### src/rtl/switch_scan_ctrl_pkg.sv
// Shared register map, control bit positions and scan FSM encoding.
package switch_scan_ctrl_pkg;

    localparam logic [1:0] REG_CTRL   = 2'd0;
    localparam logic [1:0] REG_PERIOD = 2'd1;
    localparam logic [1:0] REG_STATE  = 2'd2;
    localparam logic [1:0] REG_EDGE   = 2'd3;

    localparam int unsigned CTRL_EN     = 0;
    localparam int unsigned CTRL_IRQ_EN = 1;
    localparam int unsigned CTRL_TRIG   = 2;

    typedef enum logic [2:0] {
        ST_IDLE,
        ST_WAIT,
        ST_ADDR,
        ST_CAPT,
        ST_EVAL
    } scan_state_e;

endpackage

### src/rtl/switch_debounce.sv
// Per-poll debounce: a sample must repeat STABLE_N times before it becomes
// the debounced value; emits a one-cycle change vector on acceptance.
module switch_debounce #(
    parameter int unsigned DATA_W   = 18,
    parameter int unsigned STABLE_N = 4
) (
    input  logic              clk,
    input  logic              reset_n,
    input  logic [DATA_W-1:0] sample,
    input  logic              sample_valid,
    output logic [DATA_W-1:0] debounced,
    output logic [DATA_W-1:0] change
);

    localparam int unsigned SC_W = $clog2(STABLE_N + 1);
    localparam logic [SC_W-1:0] STABLE_MAX = SC_W'(STABLE_N);

    logic [DATA_W-1:0] candidate;
    logic [DATA_W-1:0] cand_next;
    logic [SC_W-1:0]   stable_cnt;
    logic [SC_W-1:0]   cnt_next;
    logic              accept;

    // Next candidate/count; acceptance is judged on the updated count so
    // STABLE_N=1 accepts on the first differing sample.
    always_comb begin
        cand_next = candidate;
        cnt_next  = stable_cnt;
        if (sample != candidate) begin
            cand_next = sample;
            cnt_next  = SC_W'(1);
        end else if (stable_cnt < STABLE_MAX) begin
            cnt_next = stable_cnt + 1'b1;
        end
        accept = sample_valid && (cnt_next == STABLE_MAX) && (cand_next != debounced);
        change = accept ? (debounced ^ cand_next) : '0;
    end

    // Debounce state updates only on a valid evaluated sample.
    always_ff @(posedge clk or negedge reset_n) begin
        if (!reset_n) begin
            candidate  <= '0;
            stable_cnt <= '0;
            debounced  <= '0;
        end else if (sample_valid) begin
            candidate  <= cand_next;
            stable_cnt <= cnt_next;
            if (accept) begin
                debounced <= cand_next;
            end
        end
    end

endmodule

### src/rtl/switch_scan_ctrl.sv
// Autonomous slide-switch scanner: polls the PIO data register, debounces,
// and exposes debounced state, edge capture and an IRQ on an Avalon slave.
module switch_scan_ctrl
    import switch_scan_ctrl_pkg::*;
#(
    parameter int unsigned DATA_W         = 18,
    parameter int unsigned CNT_W          = 24,
    parameter int unsigned STABLE_N       = 4,
    parameter int unsigned DEFAULT_PERIOD = 50000
) (
    input  logic        clk,
    input  logic        reset_n,
    input  logic [1:0]  s_address,
    input  logic        s_chipselect,
    input  logic        s_write_n,
    input  logic [31:0] s_writedata,
    output logic [31:0] s_readdata,
    output logic        irq,
    output logic [1:0]  m_address,
    output logic        m_chipselect,
    input  logic [31:0] m_readdata
);

    scan_state_e       state;
    scan_state_e       state_next;
    logic              ctrl_en;
    logic              ctrl_irq_en;
    logic [CNT_W-1:0]  period;
    logic [CNT_W-1:0]  period_eff;
    logic [CNT_W-1:0]  wait_cnt;
    logic [DATA_W-1:0] sample;
    logic              sample_valid;
    logic [DATA_W-1:0] debounced;
    logic [DATA_W-1:0] change;
    logic [DATA_W-1:0] edge_q;
    logic [DATA_W-1:0] edge_clr;
    logic [31:0]       rd_mux;
    logic              wr;
    logic              wr_ctrl;
    logic              trig_wr;
    logic              en_clear;
    logic              unused_bits;

    assign wr         = s_chipselect && !s_write_n;
    assign wr_ctrl    = wr && (s_address == REG_CTRL);
    assign trig_wr    = wr_ctrl && s_writedata[CTRL_TRIG];
    assign en_clear   = wr_ctrl && !s_writedata[CTRL_EN] && ctrl_en;
    assign edge_clr   = (wr && (s_address == REG_EDGE)) ? s_writedata[DATA_W-1:0] : '0;
    assign period_eff = (period == '0) ? CNT_W'(1) : period;
    assign irq        = ctrl_irq_en && (|edge_q);
    assign m_address  = '0;
    assign unused_bits = ^{s_writedata, m_readdata};

    // Scan FSM state register.
    always_ff @(posedge clk or negedge reset_n) begin
        if (!reset_n) begin
            state <= ST_IDLE;
        end else begin
            state <= state_next;
        end
    end

    // Next state, PIO strobe and sample qualification; clearing EN aborts
    // the scan from any state and discards the pending sample.
    always_comb begin
        state_next   = state;
        m_chipselect = 1'b0;
        sample_valid = 1'b0;
        case (state)
            ST_IDLE: if (ctrl_en || trig_wr) state_next = ST_WAIT;
            ST_WAIT: if (wait_cnt == '0) state_next = ST_ADDR;
            ST_ADDR: begin
                m_chipselect = 1'b1;
                state_next   = ST_CAPT;
            end
            ST_CAPT: state_next = ST_EVAL;
            ST_EVAL: begin
                sample_valid = 1'b1;
                state_next   = ctrl_en ? ST_WAIT : ST_IDLE;
            end
            default: state_next = ST_IDLE;
        endcase
        if (en_clear) begin
            state_next   = ST_IDLE;
            sample_valid = 1'b0;
        end
    end

    // Poll interval counter, reloaded from PERIOD only on WAIT entry.
    always_ff @(posedge clk or negedge reset_n) begin
        if (!reset_n) begin
            wait_cnt <= '0;
        end else if ((state_next == ST_WAIT) && (state != ST_WAIT)) begin
            wait_cnt <= period_eff - 1'b1;
        end else if ((state == ST_WAIT) && (wait_cnt != '0)) begin
            wait_cnt <= wait_cnt - 1'b1;
        end
    end

    // Capture the PIO read data one cycle after the strobe.
    always_ff @(posedge clk or negedge reset_n) begin
        if (!reset_n) begin
            sample <= '0;
        end else if (state == ST_CAPT) begin
            sample <= m_readdata[DATA_W-1:0];
        end
    end

    switch_debounce #(
        .DATA_W  (DATA_W),
        .STABLE_N(STABLE_N)
    ) u_debounce (
        .clk         (clk),
        .reset_n     (reset_n),
        .sample      (sample),
        .sample_valid(sample_valid),
        .debounced   (debounced),
        .change      (change)
    );

    // Software-visible control registers; new edges win over W1C.
    always_ff @(posedge clk or negedge reset_n) begin
        if (!reset_n) begin
            ctrl_en     <= 1'b0;
            ctrl_irq_en <= 1'b0;
            period      <= CNT_W'(DEFAULT_PERIOD);
            edge_q      <= '0;
        end else begin
            if (wr_ctrl) begin
                ctrl_en     <= s_writedata[CTRL_EN];
                ctrl_irq_en <= s_writedata[CTRL_IRQ_EN];
            end
            if (wr && (s_address == REG_PERIOD)) begin
                period <= s_writedata[CNT_W-1:0];
            end
            edge_q <= (edge_q & ~edge_clr) | change;
        end
    end

    // Read data select.
    always_comb begin
        rd_mux = '0;
        case (s_address)
            REG_CTRL:   rd_mux = {30'd0, ctrl_irq_en, ctrl_en};
            REG_PERIOD: rd_mux = 32'(period);
            REG_STATE:  rd_mux = 32'(debounced);
            REG_EDGE:   rd_mux = 32'(edge_q);
            default:    rd_mux = '0;
        endcase
    end

    // Registered read data, one cycle latency.
    always_ff @(posedge clk or negedge reset_n) begin
        if (!reset_n) begin
            s_readdata <= '0;
        end else begin
            s_readdata <= s_chipselect ? rd_mux : '0;
        end
    end

endmodule

### config.mk
export PLATFORM = sky130hd
export DESIGN_NAME = switch_scan_ctrl
export DESIGN_NICKNAME = d
export VERILOG_FILES = /design/src/rtl/switch_scan_ctrl_pkg.sv /design/src/rtl/switch_debounce.sv /design/src/rtl/switch_scan_ctrl.sv
export SDC_FILE = /design/constraint.sdc
export NUM_CORES = 1
export LEC_CHECK = 0
export ABC_AREA = 1
export CAP_MARGIN = 10
export CORE_MARGIN = 3
export CORE_UTILIZATION = 30
export CTS_CLUSTER_DIAMETER = 150
export DETAILED_ROUTE_END_ITERATION = 10
export DONT_BUFFER_PORTS = 1
export PLACE_DENSITY_LB_ADDON = 0.3
export SLEW_MARGIN = 20
export SYNTH_ARGS = -nofsm -noshare
export SYNTH_HDL_FRONTEND = slang
export SYNTH_HIERARCHICAL = 1
export SYNTH_SLANG_ARGS = --single-unit
### constraint.sdc
create_clock -name clk -period 2.5 [get_ports clk]
set_clock_uncertainty 0.2 [all_clocks]
set_input_delay 0.25 -clock clk [delete_from_list [all_inputs] [get_ports clk]]
set_output_delay 0.25 -clock clk [all_outputs]
set_load 0.02 [all_outputs]
# Yosys cells after proc, flatten, opt, wreduce, memory -nomap -nowiden

Cells that the tools add are included.

Latch bits: 0
Bits in registers: 160
Memory bits (read-only): 0
Bits in writable memories: 0
Bits of input ports: 70
Memories: 0
Word-level logic and storage cells: 72

Divide/modulo/power cells: 0
Bitwise operators: 4
Shift-type cells: 0
$lt $le $gt $ge: 1
Reduce and logical (&&, ||, !) cells: 23
Add/sub/neg operators: 3
Multipliers: 0
Equal/unequal tests: 12
Multiplexer cells: 18

Operator list:

| cell                                                                 | number |
|---|---|
| 32-bit one-hot mux with 4 select lines                               | 1 |
| 24-bit 2-to-1 mux                                                    | 3 |
| 18-bit 2-to-1 mux                                                    | 3 |
| 24-bit logical NOT                                                   | 2 |
| 24-bit by 1-bit subtractor with 24-bit output, second input constant | 2 |
| 18-bit != test                                                       | 2 |
| 32-bit 2-to-1 mux                                                    | 1 |
| 24-bit nonzero test                                                  | 1 |
| 18-bit bitwise AND                                                   | 1 |
| 18-bit inverter                                                      | 1 |
| 18-bit OR                                                            | 1 |
| 18-bit OR reduction                                                  | 1 |
| 18-bit bitwise XOR                                                   | 1 |
| 3-bit 2-to-1 mux                                                     | 5 |
| 3-bit one-hot mux with 5 select lines                                | 1 |
| 1-bit logical AND                                                    | 12 |
| 3-bit by 1-bit == test with 1-bit output, second input constant      | 2 |
| 3-bit by 2-bit == test with 1-bit output, second input constant      | 2 |
| 3-bit == test, second input constant                                 | 2 |
| 2-bit == test, second input constant                                 | 2 |
| 1-bit 2-to-1 mux                                                     | 4 |
| 3-bit by 1-bit adder with 3-bit output, second input constant        | 1 |
| 3-bit logical NOT                                                    | 1 |
| 3-bit less-than comparator, second input constant                    | 1 |
| other kinds (7)                                                      | 8 |

# Logic depth before layout (Yosys ltp)

Depth after elaboration: 11
Gate-level depth with buffers: 21
Mapped depth without buffers: 20

# Modules after synthesis

The synthesis kept the hierarchy.

By module, submodules not included:

| module           | seq. area each (µm²) | cells an instance | instances | area each (µm²) |
|---|---|---|---|---|
| switch_scan_ctrl | 2835.2               | 826               | 1         | 6217.2 |
| switch_debounce  | 975.9                | 303               | 1         | 2307.2 |

# Worst setup path before layout

No wires, ideal clock.

Path kind: input to register
From: input s_chipselect
To: register edge_q[15]
Library setup time: 0.078 ns
Path slack: -0.004 ns
Cell stages on the path: 15
Arrival time: 2.226 ns
Path buffers: 5
Path through: buf_6 -> inv_4 -> nor2_8 -> nand4_4 -> clkbuf_1 -> buf_2 -> nand3_1 -> inv_1 -> clkbuf_1 -> inv_1 -> nor2_4 -> nand4_4 -> buf_6 -> nor2_2 -> o21bai_1

Cells in the longest elaborated chain, start to end: 9
Elaborated cells between the ends (all ways): 13
Classes of those cells: mux: 3; bitwise: 3; reduce/logical: 7

Ends and longest elaborated chain:

| element                         | RTL line                | source |
|---|---|---|
| start, declared                 | switch_scan_ctrl.sv:14  | `input logic s_chipselect,` |
| 1-bit logical AND               | switch_scan_ctrl.sv:44  | `assign wr = s_chipselect && !s_write_n;` |
| 1-bit logical AND               | switch_scan_ctrl.sv:45  | `assign wr_ctrl = wr && (s_address == REG_CTRL);` |
| 1-bit logical AND (2 in series) | switch_scan_ctrl.sv:47  | `assign en_clear = wr_ctrl && !s_writedata[CTRL_EN] && ctrl_en;` |
| 1-bit 2-to-1 mux                | switch_scan_ctrl.sv:83  | `if (en_clear) begin` |
| named net sample_valid          | switch_scan_ctrl.sv:32  | `logic sample_valid;` |
| 1-bit logical AND (2 in series) | switch_debounce.sv:35   | `accept = sample_valid && (cnt_next == STABLE_MAX) && (cand_next != debounced);` |
| 18-bit 2-to-1 mux               | switch_debounce.sv:36   | `change = accept ? (debounced ^ cand_next) : '0;` |
| named net change[15]            | switch_scan_ctrl.sv:34  | `logic [DATA_W-1:0] change;` |
| 18-bit OR                       | switch_scan_ctrl.sv:136 | `edge_q <= (edge_q & ~edge_clr) \| change;` |
| end signal, assigned            | switch_scan_ctrl.sv:136 |  |
| end, declared                   | switch_scan_ctrl.sv:35  | `logic [DATA_W-1:0] edge_q;` |

The timed path passes the listed nets, and every way through them passes these cells.
A chain may end at the register's enable or synchronous reset.

# Worst setup path after layout

From: register state[0]
To: register wait_cnt[19]

Cells in the longest elaborated chain, start to end: 6
Elaborated cells between the ends (all ways): 15
Classes of those cells: eq/ne: 6; mux: 5; reduce/logical: 4

Ends and longest elaborated chain:

| element                                                 | RTL line               | source |
|---|---|---|
| start, declared                                         | switch_scan_ctrl.sv:24 | `scan_state_e state;` |
| start signal, assigned                                  | switch_scan_ctrl.sv:59 | `state <= state_next;` |
| 3-bit == test (tied with other cells)                   | switch_scan_ctrl.sv:69 | `case (state)` |
| 3-bit one-hot mux with 5 select lines *                 | switch_scan_ctrl.sv:69 |  |
| 3-bit 2-to-1 mux *                                      | switch_scan_ctrl.sv:83 |  |
| named net state_next[2]                                 | switch_scan_ctrl.sv:25 | `scan_state_e state_next;` |
| 3-bit by 1-bit == test with 1-bit output *              | switch_scan_ctrl.sv:93 | `end else if ((state_next == ST_WAIT) && (state != ST_WAIT)) begin` |
| 1-bit logical AND *                                     | switch_scan_ctrl.sv:93 |  |
| 24-bit 2-to-1 mux or 2-bit nonzero test (tied branches) | n/a                    |  |
| end signal, assigned                                    | switch_scan_ctrl.sv:94 | `wait_cnt <= period_eff - 1'b1;` |
| end signal, assigned                                    | switch_scan_ctrl.sv:96 | `wait_cnt <= wait_cnt - 1'b1;` |
| end, declared                                           | switch_scan_ctrl.sv:30 | `logic [CNT_W-1:0] wait_cnt;` |

The timed path passes the listed nets; every way through them passes the cells marked *.

==> results.md <==
* RSZ-0062 raised after global routing: yes
* CTS tree: built
* Hold buffers post-CTS at 64
* Synthesized area per cell at 7.55 sq um
* Rel. slew slack at 58.1%
* Pre-antenna DRT Iters at 5
* Fin util at 40.6%
* Register area at 3810 sq um
* Cell depth of the worst flop-to-flop path at 16
* Global-route wire length before repair at 41,300 microns
* Commonest non-fill, non-tap cell in the layout: nand2_1
* Die area at 30,500 sq um
* Reg2reg end: wait_cnt[19]$_DFFE_PN0P_
* Gpl congestion at 0.826
* CP endpoint kind: register
* Worst reg2reg path startpoint: state[0]$_DFF_PN0_
* # rows at 61
* Fill cell count at 2,805
* Footprint of the multi-input gates at 4090 sq um
* Crit Path Class: register to register
* Failing checks: negative hold slack, negative setup slack
* Skew-Pair Late Insertion Delay at 430 ps
* Worst-path maximum fanout at 27
* Core area at 27,900 sq um
* Pwr/cell area at 914 nW/um^2
* Clk slew on worst S/H paths at 60 ps
* Post-DRT Antenna Nets at 0
* Share of layout cells above drive strength 1 at 22.8%
* Vias in the first global route at 7,645
* Synth Warn # at 6
* Vias per inst at 4.53
* Worst Hold Margin at -680 ps
* Antenna diode count at 0
* GRT overflow at 0
* Mapped Cells at 1,129
* Largest net degree at the start of global routing at 153
* Post-synthesis simple-gate area fraction at 34.6%
* Peak supply drop at 0.516 mV
* Syn Std Cell Area at 8520 sq um
* Req. time, crit path at 2670 ps
* Largest family of logic cells by synthesized area: simple AND/OR/NAND/NOR gates
* Initial DRC count at 554
* Clk sink count at 152
* Post-route setup slack at -109 ps
* Final Hold Viols at 152
* Final wirelength at 25,700 microns
* CTS Root Cell: clkbuf_16
* Setup Viol. Count Final at 17
* Nets at 1,390
* Synth Area in Adders at 0.294%
* Chip width at 175 microns
* Clk buf depth at 2
* Max-cap violations at 0
* Die H at 175 microns
* Status: finished with violations
* WP data arrival at 2780 ps
* Dpl hpwl at 18,400 microns
* Tightest Pin Transition at 620 ps
* Worst setup SP type: register
* Fmax at 383 MHz
* Commonest non-fill, non-tap cells in the layout: 377 x nand2_1, 146 x dfrtp_1, 137 x buf_4
* Yosys reg bits at 152
* Reg-to-reg slack, setup at -110 ps
* Leak at 5.76 nW
* # H-tree levels at 4
* Sequential share of the synthesized area at 44.7%
* WL/cell at 15.0 microns
* FFs w/ async S/R, synth at 100%
* Max-slew violations at 0
* Area delta synth->final at 32.6%
* Post-Place Setup Slack at -274 ps
* All-Layer GR Usage at 17.4%
* PortBufs at 0
* Synth Area in Compound Gates at 7.29%
* Number of flops mapped to enable cells by yosys at 0
* XOR/XNOR share of the synthesized area at 2.47%
* TritonCTS Buffers at 17
* Number of antenna violations at the first check in global routing at 1
* Final Cycle Share at 104%
* I/O pin count at 106
* Ys flop type: dfrtp_1
* Proportion of synthesized area in mux cells at 0%
* Synth cell types at 45
* Vias at 7,750
* Worst min path class: input pin to async pin
* Initial Util at 30.6%
* Tmin final at 2610 ps
* DRC at 0
## how the worst max path moves through the flow
stage,startpoint,endpoint,cells after the start
after floorplan,s_chipselect,wait_cnt[22]$_DFFE_PN0P_,21
after global placement,wait_cnt[11]$_DFFE_PN0P_,wait_cnt[15]$_DFFE_PN0P_,17
after detailed placement,state[0]$_DFF_PN0_,wait_cnt[8]$_DFFE_PN0P_,18
after CTS,state[1]$_DFF_PN0_,wait_cnt[8]$_DFFE_PN0P_,18
after global routing,state[0]$_DFF_PN0_,wait_cnt[13]$_DFFE_PN0P_,16
final,state[0]$_DFF_PN0_,wait_cnt[19]$_DFFE_PN0P_,16
## final cells by class
cell class,instances,share of cell area [%]
multi-input combinational,787,36.2
sequential,152,33.7
inverter,151,5.03
clock buffer,19,3.92
tap,378,4.18
clock inverter,13,0.863
timing repair buffer,209,16.1
## metrics by stage
stage	TNS [ps]	hold WS, ps	power, mW	instance area [sq um]	instances
global route	-4520	-715	11.0	11300	1709
CTS	-995	-709	10.2	11200	1705
detailed placement	-3620	-237	7.13	9720	1594
floorplan	0	-246	5.44	8560	1138
finish	-1260	-680	10.3	11300	1709
global placement	-2930	-237	7.09	9720	1594
## critical path, stage by stage, from the launching register on
cell,delay [ps]
dfrtp_1,400
inv_1,100
nor3_2,220
nand2_1,90
inv_2,110
nor2_8,40
buf_4,150
buf_12,160
nand4_1,130
nand2_2,120
nor2_8,160
nand2_8,100
nor2_4,270
nand3_1,110
nand2_1,70
nand3_1,70
nand2_1,70
## power by group
group / leakage, nW / switching (mW) / internal, mW
Clock: 0.267 / 1.10 / 1.30
Sequential: 1.92 / 0.257 / 2.83
Combinational: 3.57 / 2.66 / 2.18
Total: 5.76 / 4.02 / 6.31
## routing by layer
metal / up-vias / global-route usage, % / wire length, microns
met5: - / 0 / 13
met4: 2 / 5.22 / 448
met3: 33 / 4.00 / 1120
met2: 144 / 29.6 / 12900
met1: 3654 / 22.0 / 11200
li1: 3917 / - / -
## timing repair
| action | CTS | global route |
|---|---|---|
| cloned | 4 | 0 |
| gates resized for setup | 46 | 20 |
| endpoints found under the setup margin | 21 | 23 |
| endpoints found under the hold margin | 238 | 152 |
| buffers inserted | 11 | 4 |
| pin swaps | 33 | 19 |
## cells by family after synthesis
kind of cell	after synthesis
flip-flops	152
buffers and inverters	202
adder cells (fa/ha/maj)	2
AO/OA/AOI/OAI	106
AND/OR/NAND/NOR	642
other	1
XOR/XNOR	24
## state kept, by name (all words and copies together), names as in the netlist
| register | flops |
|---|---|
| u_debounce/debounced | 18 |
| edge_q | 18 |
| wait_cnt | 24 |
| period | 24 |
| sample | 18 |
| u_debounce/stable_cnt | 3 |
| ctrl_irq_en | 1 |
| state | 3 |
| u_debounce/candidate | 18 |
| ctrl_en | 1 |
| s_readdata | 24 |
## cell usage after synthesis (2+ instances only)
library cell,count,share of area (%)
buf_4,12,1.1
inv_2,11,0.48
o211ai_1,10,0.88
clkinv_1,2,0.088
o21bai_1,4,0.35
o221ai_1,3,0.31
buf_1,2,0.088
nand3_1,34,2.0
nand2_2,12,0.88
clkbuf_1,21,0.92
a31oi_1,8,0.59
nand4_4,2,0.50
xnor2_1,17,1.7
nor2_8,5,1.2
a21oi_1,9,0.53
inv_1,137,6.0
o21ai_0,57,3.3
nand2_1,395,17
nor2_4,8,1.1
ha_1,2,0.29
dfstp_2,6,1.8
o21ai_1,4,0.23
nor2_1,86,3.8
dfrtp_1,146,43
nand2_4,2,0.26
nor2_2,26,1.9
nand3_2,4,0.47
buf_2,3,0.18
xor2_1,7,0.72
buf_6,13,1.7
nand4_1,58,4.3
nor3_1,5,0.29
nor4_1,3,0.22
a221oi_1,4,0.41
No activity file was read; power rests on OpenSTA's default activity.
